===== config.mk =====
export PLATFORM = sky130hd
export DESIGN_NAME = xilinx_phy10g_rx_reset_seq
export DESIGN_NICKNAME = d
export VERILOG_FILES = /design/src/rtl/xilinx_phy10g_rx_reset_seq.sv
export SDC_FILE = /design/constraint.sdc
export NUM_CORES = 1
export LEC_CHECK = 0
export ABC_AREA = 0
export BUFFER_PORTS_ARGS = -buffer_cell sky130_fd_sc_hd__buf_4
export CAP_MARGIN = 20
export CORE_MARGIN = 2
export CORE_UTILIZATION = 67
export CTS_BUF_LIST = sky130_fd_sc_hd__clkbuf_4
export CTS_CLUSTER_SIZE = 40
export DETAILED_ROUTE_END_ITERATION = 10
export PLACE_DENSITY = 0.86
export SLEW_MARGIN = 20
export SYNTH_ARGS = -nofsm -noshare
export SYNTH_HDL_FRONTEND = slang
export SYNTH_SLANG_ARGS = --single-unit

===== constraint.sdc =====
create_clock -name clk156 -period 4.5 [get_ports clk156]
set_input_delay 0.9 -clock clk156 [delete_from_list [all_inputs] [get_ports clk156]]
set_output_delay 0.9 -clock clk156 [all_outputs]
set_load 0.02 [all_outputs]

===== src/rtl/xilinx_phy10g_rx_reset_seq.sv =====
// Per-lane RX reset sequencer for the 10G PHY: holds the GT RX in reset until
// the QPLL locks, pulses gtrxreset, waits for rxresetdone, raises rxuserrdy and
// qualifies the link on PCS block lock. Every wait stage can time out and
// restart the sequence; loss of block lock is filtered before restarting.
// Optional feature: define XILINX_PHY10G_RX_RETRY_CNT_EN to add retry_cnt_o,
// a saturating count of timeout and lock-loss restarts.
module xilinx_phy10g_rx_reset_seq #(
    parameter int unsigned SYNC_REGS         = 4,
    parameter int unsigned HOLD_CYCLES       = 16,
    parameter int unsigned RESETDONE_TIMEOUT = 65535,
    parameter int unsigned LOCK_TIMEOUT      = 156250,
    parameter int unsigned LOSS_FILTER       = 8,
    parameter int unsigned CNT_W             = 18
) (
    input  logic       clk156,
    input  logic       gttxreset_txusrclk2,
    input  logic       qplllock_i,
    input  logic       rxresetdone_i,
    input  logic       block_lock_i,
    output logic       gtrxreset_o,
    output logic       rxuserrdy_o,
    output logic       rxpcsreset_o,
    output logic       rx_ready_o,
`ifdef XILINX_PHY10G_RX_RETRY_CNT_EN
    output logic [7:0] retry_cnt_o,
`endif
    output logic [2:0] state_o
);

    localparam int unsigned LOSS_W = $clog2(LOSS_FILTER + 1);

    typedef enum logic [2:0] {
        S_WAIT_QPLL = 3'd0,
        S_HOLD      = 3'd1,
        S_WAIT_DONE = 3'd2,
        S_USERRDY   = 3'd3,
        S_WAIT_LOCK = 3'd4,
        S_READY     = 3'd5
    } state_t;

    logic [SYNC_REGS-1:0] r_qpll_sync;
    logic [SYNC_REGS-1:0] r_done_sync;
    logic [SYNC_REGS-1:0] r_lock_sync;
    state_t               r_state;
    logic [CNT_W-1:0]     r_timer;
    logic [LOSS_W-1:0]    r_loss;
    // {gtrxreset, rxpcsreset, rxuserrdy, rx_ready}
    logic [3:0]           r_outs;

    logic w_qpll;
    logic w_done;
    logic w_lock;
    logic w_abort;
    logic w_done_tmo;
    logic w_lock_tmo;
    logic w_loss_trip;
    logic w_restart;

    // Output levels belonging to each state, registered on state entry
    function automatic logic [3:0] f_outs(input state_t s);
        case (s)
            S_WAIT_DONE:            return 4'b0100;
            S_USERRDY, S_WAIT_LOCK: return 4'b0010;
            S_READY:                return 4'b0011;
            default:                return 4'b1100;
        endcase
    endfunction

    // Input synchronisers; the last stage feeds all decisions
    always_ff @(posedge clk156 or posedge gttxreset_txusrclk2) begin
        if (gttxreset_txusrclk2) begin
            r_qpll_sync <= '0;
            r_done_sync <= '0;
            r_lock_sync <= '0;
        end else begin
            r_qpll_sync <= {r_qpll_sync[SYNC_REGS-2:0], qplllock_i};
            r_done_sync <= {r_done_sync[SYNC_REGS-2:0], rxresetdone_i};
            r_lock_sync <= {r_lock_sync[SYNC_REGS-2:0], block_lock_i};
        end
    end

    assign w_qpll = r_qpll_sync[SYNC_REGS-1];
    assign w_done = r_done_sync[SYNC_REGS-1];
    assign w_lock = r_lock_sync[SYNC_REGS-1];

    // QPLL loss overrides everything; retries only when not aborting
    assign w_abort     = (r_state != S_WAIT_QPLL) && !w_qpll;
    assign w_done_tmo  = (r_state == S_WAIT_DONE) && !w_done
                         && (r_timer == CNT_W'(RESETDONE_TIMEOUT - 1));
    assign w_lock_tmo  = (r_state == S_WAIT_LOCK) && !w_lock
                         && (r_timer == CNT_W'(LOCK_TIMEOUT - 1));
    assign w_loss_trip = (r_state == S_READY) && !w_lock
                         && (r_loss == LOSS_W'(LOSS_FILTER - 1));
    assign w_restart   = !w_abort && (w_done_tmo || w_lock_tmo || w_loss_trip);

    // Sequencer: state, stage timer, loss filter and registered outputs
    always_ff @(posedge clk156 or posedge gttxreset_txusrclk2) begin
        if (gttxreset_txusrclk2) begin
            r_state <= S_WAIT_QPLL;
            r_outs  <= 4'b1100;
            r_timer <= '0;
            r_loss  <= '0;
        end else if (w_abort || w_restart) begin
            r_state <= S_WAIT_QPLL;
            r_outs  <= f_outs(S_WAIT_QPLL);
            r_timer <= '0;
            r_loss  <= '0;
        end else begin
            case (r_state)
                S_WAIT_QPLL: begin
                    if (w_qpll) begin
                        r_state <= S_HOLD;
                        r_outs  <= f_outs(S_HOLD);
                        r_timer <= '0;
                    end
                end
                S_HOLD: begin
                    if (r_timer == CNT_W'(HOLD_CYCLES - 1)) begin
                        r_state <= S_WAIT_DONE;
                        r_outs  <= f_outs(S_WAIT_DONE);
                        r_timer <= '0;
                    end else begin
                        r_timer <= r_timer + CNT_W'(1);
                    end
                end
                S_WAIT_DONE: begin
                    if (w_done) begin
                        r_state <= S_USERRDY;
                        r_outs  <= f_outs(S_USERRDY);
                        r_timer <= '0;
                    end else begin
                        r_timer <= r_timer + CNT_W'(1);
                    end
                end
                S_USERRDY: begin
                    r_state <= S_WAIT_LOCK;
                    r_outs  <= f_outs(S_WAIT_LOCK);
                    r_timer <= '0;
                end
                S_WAIT_LOCK: begin
                    if (w_lock) begin
                        r_state <= S_READY;
                        r_outs  <= f_outs(S_READY);
                        r_timer <= '0;
                        r_loss  <= '0;
                    end else begin
                        r_timer <= r_timer + CNT_W'(1);
                    end
                end
                S_READY: begin
                    if (w_lock) begin
                        r_loss <= '0;
                    end else begin
                        r_loss <= r_loss + LOSS_W'(1);
                    end
                end
                default: begin
                    r_state <= S_WAIT_QPLL;
                    r_outs  <= f_outs(S_WAIT_QPLL);
                    r_timer <= '0;
                    r_loss  <= '0;
                end
            endcase
        end
    end

`ifdef XILINX_PHY10G_RX_RETRY_CNT_EN
    logic [7:0] r_retry_cnt;

    // Saturating count of timeout and lock-loss restarts
    always_ff @(posedge clk156 or posedge gttxreset_txusrclk2) begin
        if (gttxreset_txusrclk2) begin
            r_retry_cnt <= '0;
        end else if (w_restart && (r_retry_cnt != 8'hFF)) begin
            r_retry_cnt <= r_retry_cnt + 8'd1;
        end
    end

    assign retry_cnt_o = r_retry_cnt;
`endif

    assign gtrxreset_o  = r_outs[3];
    assign rxpcsreset_o = r_outs[2];
    assign rxuserrdy_o  = r_outs[1];
    assign rx_ready_o   = r_outs[0];
    assign state_o      = r_state;

endmodule


# Word-level counts from Yosys, hierarchy flattened
# Index checks and enable logic that the tools add are counted.
[word_totals]
word_cells = 67
output_inout_bits = 7
input_bits = 5
register_bits = 41
[op_classes]
mux = 22
n_eq_ne = 15
n_reduce_logical = 21
n_addsub = 2
[op_table]
columns = ["op", "n"]
rows = [
  ["$mux 18", 5],
  ["$pmux 18 s5", 1],
  ["$mux 4", 8],
  ["$pmux 4 s6", 1],
  ["$add 18x1->18 const B", 1],
  ["$eq 18x16->1 const B", 1],
  ["$eq 18x18->1 const B", 1],
  ["$eq 18x4->1 const B", 1],
  ["$pmux 3 s6", 1],
  ["$mux 3", 5],
  ["$pmux 4 s3", 1],
  ["$logic_and 1x1->1", 8],
  ["$eq 3x2->1 const B", 2],
  ["$eq 3x3->1 const B", 2],
  ["$ne 3x2->1 const B", 2],
  ["$ne 3x3->1 const B", 2],
  ["$reduce_and 5->1", 1],
  ["$add 4x1->4 const B", 1],
  ["$eq 4x3->1 const B", 1],
  ["$logic_not 1->1", 4],
  ["$ne 2x1->1 const B", 2],
  ["$reduce_and 2->1", 2],
  ["$reduce_or 4->1", 1],
  ["$eq 3x1->1 const B", 1],
  ["other kinds (3)", 5],
]

# Logic depth before layout (Yosys ltp)
[depth]
depth_word = 9
depth_mapped = 8
ltp_nobuf = 6

# Worst setup path after synthesis
# OpenSTA, ideal clock, no wires.
[synth_path]
kind = "flip-flop to flip-flop"
startpoint = "reg r_timer[0]"
endpoint = "reg r_outs[3]"
setup_slack_ns = 2.312
required_time_ns = 4.418
stages_incl_launch_ff = 8
path_buffers = 1
arrival_time_ns = 2.106
setup_ns = 0.082
period_less_slack_ns = 2.188
cell_sequence = "dfrtp_1 > ha_1 > nand3_2 > or4_4 > o311a_4 > o211ai_4 > buf_6 > mux2_4"
[synth_between]
elab_chain_len = 8
elab_cells_between_ends = 16
cone_classes = "eq/ne (8); mux (1); reduce/logical (7)"
[synth_lines]
columns = ["element", "line_no", "rtl"]
rows = [
  ["from (decl)", "45", "logic [CNT_W-1:0] r_timer;"],
  ["from (signal assigned)", "123", "r_timer <= r_timer + CNT_W'(1);"],
  ["from (signal assigned)", "132", "r_timer <= r_timer + CNT_W'(1);"],
  ["from (signal assigned)", "147", "r_timer <= r_timer + CNT_W'(1);"],
  ["$eq 18x16->1 or $eq 18x18->1 (tied branches)", "89, 91", ""],
  ["$logic_and 1x1->1, on equally long branches", "89, 91", ""],
  ["$logic_or 1x1->1 (2 in a row)", "94", "assign w_restart = !w_abort && (w_done_tmo || w_lock_tmo || w_loss_trip);"],
  ["$logic_and 1x1->1", "94", ""],
  ["$logic_or 1x1->1", "103", "end else if (w_abort || w_restart) begin"],
  ["$ne 3x3->1 (no source line), or another cell as far along", "n/a", ""],
  ["$reduce_and 5->1 (no source line)", "n/a", ""],
  ["to (signal assigned)", "105", "r_outs <= f_outs(S_WAIT_QPLL);"],
  ["to (signal assigned)", "113", "r_outs <= f_outs(S_HOLD);"],
  ["to (signal assigned)", "120", "r_outs <= f_outs(S_WAIT_DONE);"],
  ["to (decl)", "48", "logic [3:0] r_outs;"],
]
# Several ways; a longest one is shown, not always the timed one.
# A chain may end at the register's enable or synchronous reset.

# Worst setup path in the final report
[layout_path]
startpoint = "reg r_timer[0]"
endpoint = "reg r_outs[0]"
# Same word-level chain as after synthesis.

==> summary.txt <==
Min path
  • Hold EP: r_qpll_sync[3]
  • HP Start: r_qpll_sync[2]
  • Min-delay worst type: flip-flop to flip-flop
  • Hold path cells: 0

Clocking
  • CTS tree: done
  • Inserted Clock Buffers: 5
  • Worst-path clk slew: 140 ps
  • TritonCTS Sinks: 41
  • CTS Hold Bufs: 0
  • Root buffer cell: clkbuf_4
  • # Post-CTS Setup Buffers: 0
  • Worst-case clock buffer depth: 2
  • Clk Latency, worst-skew pair: 370 ps
  • H-tree depth: 2
  • # resized after CTS: 0

Synth
  • Syn_area_per_cell: 10.3 sq um
  • Mapped Cells: 205
  • Synthesized Nets: 214
  • Largest family of logic cells by synthesized area: simple AND/OR/NAND/NOR gates
  • Mux contribution to synthesized area: 3.19%
  • Cell area after synthesis: 2120 sq um
  • Simple-Gate Fraction of Synth Area: 20.2%
  • Yosys warns: 0
  • Synth cell types: 48
  • Post-Synth XOR/XNOR Area: 4.13%
  • Synth async-reset ratio: 100%
  • Post-synth top flop: dfrtp_1
  • Sequential share of the synthesized area: 48.5%
  • Synth Area in Adders: 2.36%
  • Synthesized flop and latch total: 41
  • Compound-Gate Fraction of Synth Area: 17.0%
  • Number of flops mapped to enable cells by yosys: 0

Final layout
  • Most common library cell in the layout ignoring fill and taps: dfrtp_1
  • Post-Layout Cell Count: 258
  • Synth-to-Final Area Change: 6.67%
  • Most frequent cells in the layout: dfrtp_1 (39), nor2_1 (19), a21oi_1 (14)
  • Share of cells above drive strength 1: 14.5%
  • # diodes: 0
  • Final core occ: 74.7%
  • Nets: 222

Global route
  • Vias in the first global route: 1566
  • Initial antenna violation count: 0
  • GR Overflow Total: 0
  • Largest net degree at the start of global routing: 42
  • First-pass GRT wire length: 7160 microns
  • Gr usage total: 26.7%

Placement
  • Placed cells: 250
  • Number of I/O port buffers: 11
  • RD Place Congestion: 0.905
  • Detailed Place HPWL: 2910 microns

Routing
  • WL per Instance: 16.2 microns
  • Post-route ant nets: 0
  • Vias per inst: 6.52
  • DRT Pass-1 Iters: 4
  • Top routing layer in use: met4
  • DRC errors left: 0
  • WL met2: 1980 microns
  • Routed vias: 1683
  • WL met3: 278 microns
  • Met1 WL: 1810 microns
  • Total Wirelength: 4190 microns
  • Initial drt markers: 150

Power
  • Clock network fraction of design power: 17.3%
  • Combinational Power Share: 38.4%
  • Worst vdd ir: 0.340 mV
  • Psw: 0.442 mW
  • Int Power: 0.648 mW
  • Net Sw Frac: 40.5%
  • P per Cell Area: 482 nW/um^2
  • Sequential power share: 44.2%
  • Static Leak: 0.900 nW

Critical path
  • R2R Path End: r_outs[0]
  • Crit start category: flip-flop
  • CP max FO: 21
  • Reg2reg start: r_timer[0]
  • CP arrival: 2880 ps
  • Critical path type: flip-flop to flip-flop
  • Slack of the worst reg-to-reg path: 1890 ps
  • Worst EP required: 4770 ps
  • Critical Path End Type: flip-flop
  • R2R cell count: 6

STA
  • Fmax: 383 MHz
  • Period utilization: 58.0%
  • Final hold viol count: 0
  • Setup Total Neg Slack: 0 ps
  • # setup viols final: 0
  • Rel. slew slack: 58.4%
  • Slew Viols, Final: 0
  • RSZ-0062 raised after global routing: false
  • Slew @ Worst Pin: 621 ps
  • Post-layout min period: 2610 ps
  • Clock Skew: 15.7 ps

Die
  • Die area: 3630 sq um
  • CORE AREA: 3030 sq um
  • Die Y: 60.3 microns
  • Row count: 20
  • IO Count: 12
  • Initial core utilization: 70.0%
  • Die width: 60.3 microns

Run status
  • Outcome: finished, final reports clean

Flow run
  • Max cap viols: 0
## logic make-up (layout without fill, tap and decap cells)
family | Yosys count | after routing
compound gates | 47 | 47
xor+xnor | 10 | 10
fa+ha+maj | 4 | 4
buf+inv | 20 | 29
flops | 41 | 41
mux | 6 | 6
simple gates | 77 | 77
## final cells by class
type                            instances  area [sq um]
Timing Repair Buffer                   12          90.1
Clock inverter                          3          22.5
Tap cell                               44          55.1
Fill cell                             206           766
Inverter                                9          33.8
Clock buffer                            5          37.5
Sequential cell                        41          1030
Multi-Input combinational cell        144           995
## cell usage after synthesis (5+ instances only)
library cell	instances	area, sq um
nand4_1	9	56.3
nor3_1	5	25.0
a211oi_1	8	60.1
nand2_1	10	37.5
clkbuf_1	5	18.8
inv_1	9	33.8
xnor2_1	10	87.6
a21oi_1	14	70.1
nand3_1	6	30.0
or3_1	5	31.3
nor2_1	19	71.3
dfrtp_1	39	976
o21ai_0	6	30.0
## power groups by stage
stage          sequential, mW  combinational [mW]  clock [mW]
2_1_floorplan           0.489               0.337           0
6_report                0.482               0.419       0.189
5_1_grt                 0.489               0.455       0.210
3_5_place_dp            0.487               0.416           0
3_3_place_gp            0.482               0.400           0
4_1_cts                 0.480               0.418       0.194
## critical path: stages, from the launching register on
cell      delay (ps)
dfrtp_1          450
ha_1             230
nand3_2          110
or4_4            450
o311a_4          380
o211ai_4         520
mux2_2           400
## how the worst max path moves through the flow
| stage | start | endpoint | slack [ps] | cells past startpoint |
|---|---|---|---|---|
| floorplan | r_timer[0] | r_outs[3] | 2310 | 7 |
| global route | r_timer[0] | r_outs[0] | 1780 | 6 |
| finish | r_timer[0] | r_outs[0] | 1890 | 6 |
| global placement | r_timer[0] | r_outs[0] | 1970 | 6 |
| detailed placement | r_timer[0] | r_outs[0] | 1890 | 6 |
| CTS | r_timer[0] | r_outs[0] | 1880 | 6 |
## state kept, by name, indices dropped and copies added (netlist names)
register and flops:
r_done_sync 4, r_timer 18, r_qpll_sync 4, r_loss 4, r_outs 4, r_lock_sync 4
state_o 3
## stage by stage
| stage | area, sq um | power [mW] | hold slack, ps | setup slack, ps |
|---|---|---|---|---|
| 3_3_place_gp | 2200 | 0.882 | 332 | 1970 |
| 6_report | 2260 | 1.09 | 364 | 1890 |
| 2_1_floorplan | 2120 | 0.826 | 331 | 2310 |
| 3_5_place_dp | 2200 | 0.903 | 339 | 1890 |
| 4_1_cts | 2260 | 1.09 | 365 | 1880 |
| 5_1_grt | 2260 | 1.15 | 373 | 1780 |
## per-layer routing
metal,up-vias,track usage (%)
met1,826,36.4
met2,72,40.4
met4,0,10.8
met3,19,7.14
met5,-,0
li1,766,-
Power figures use the tool's default switching activity.
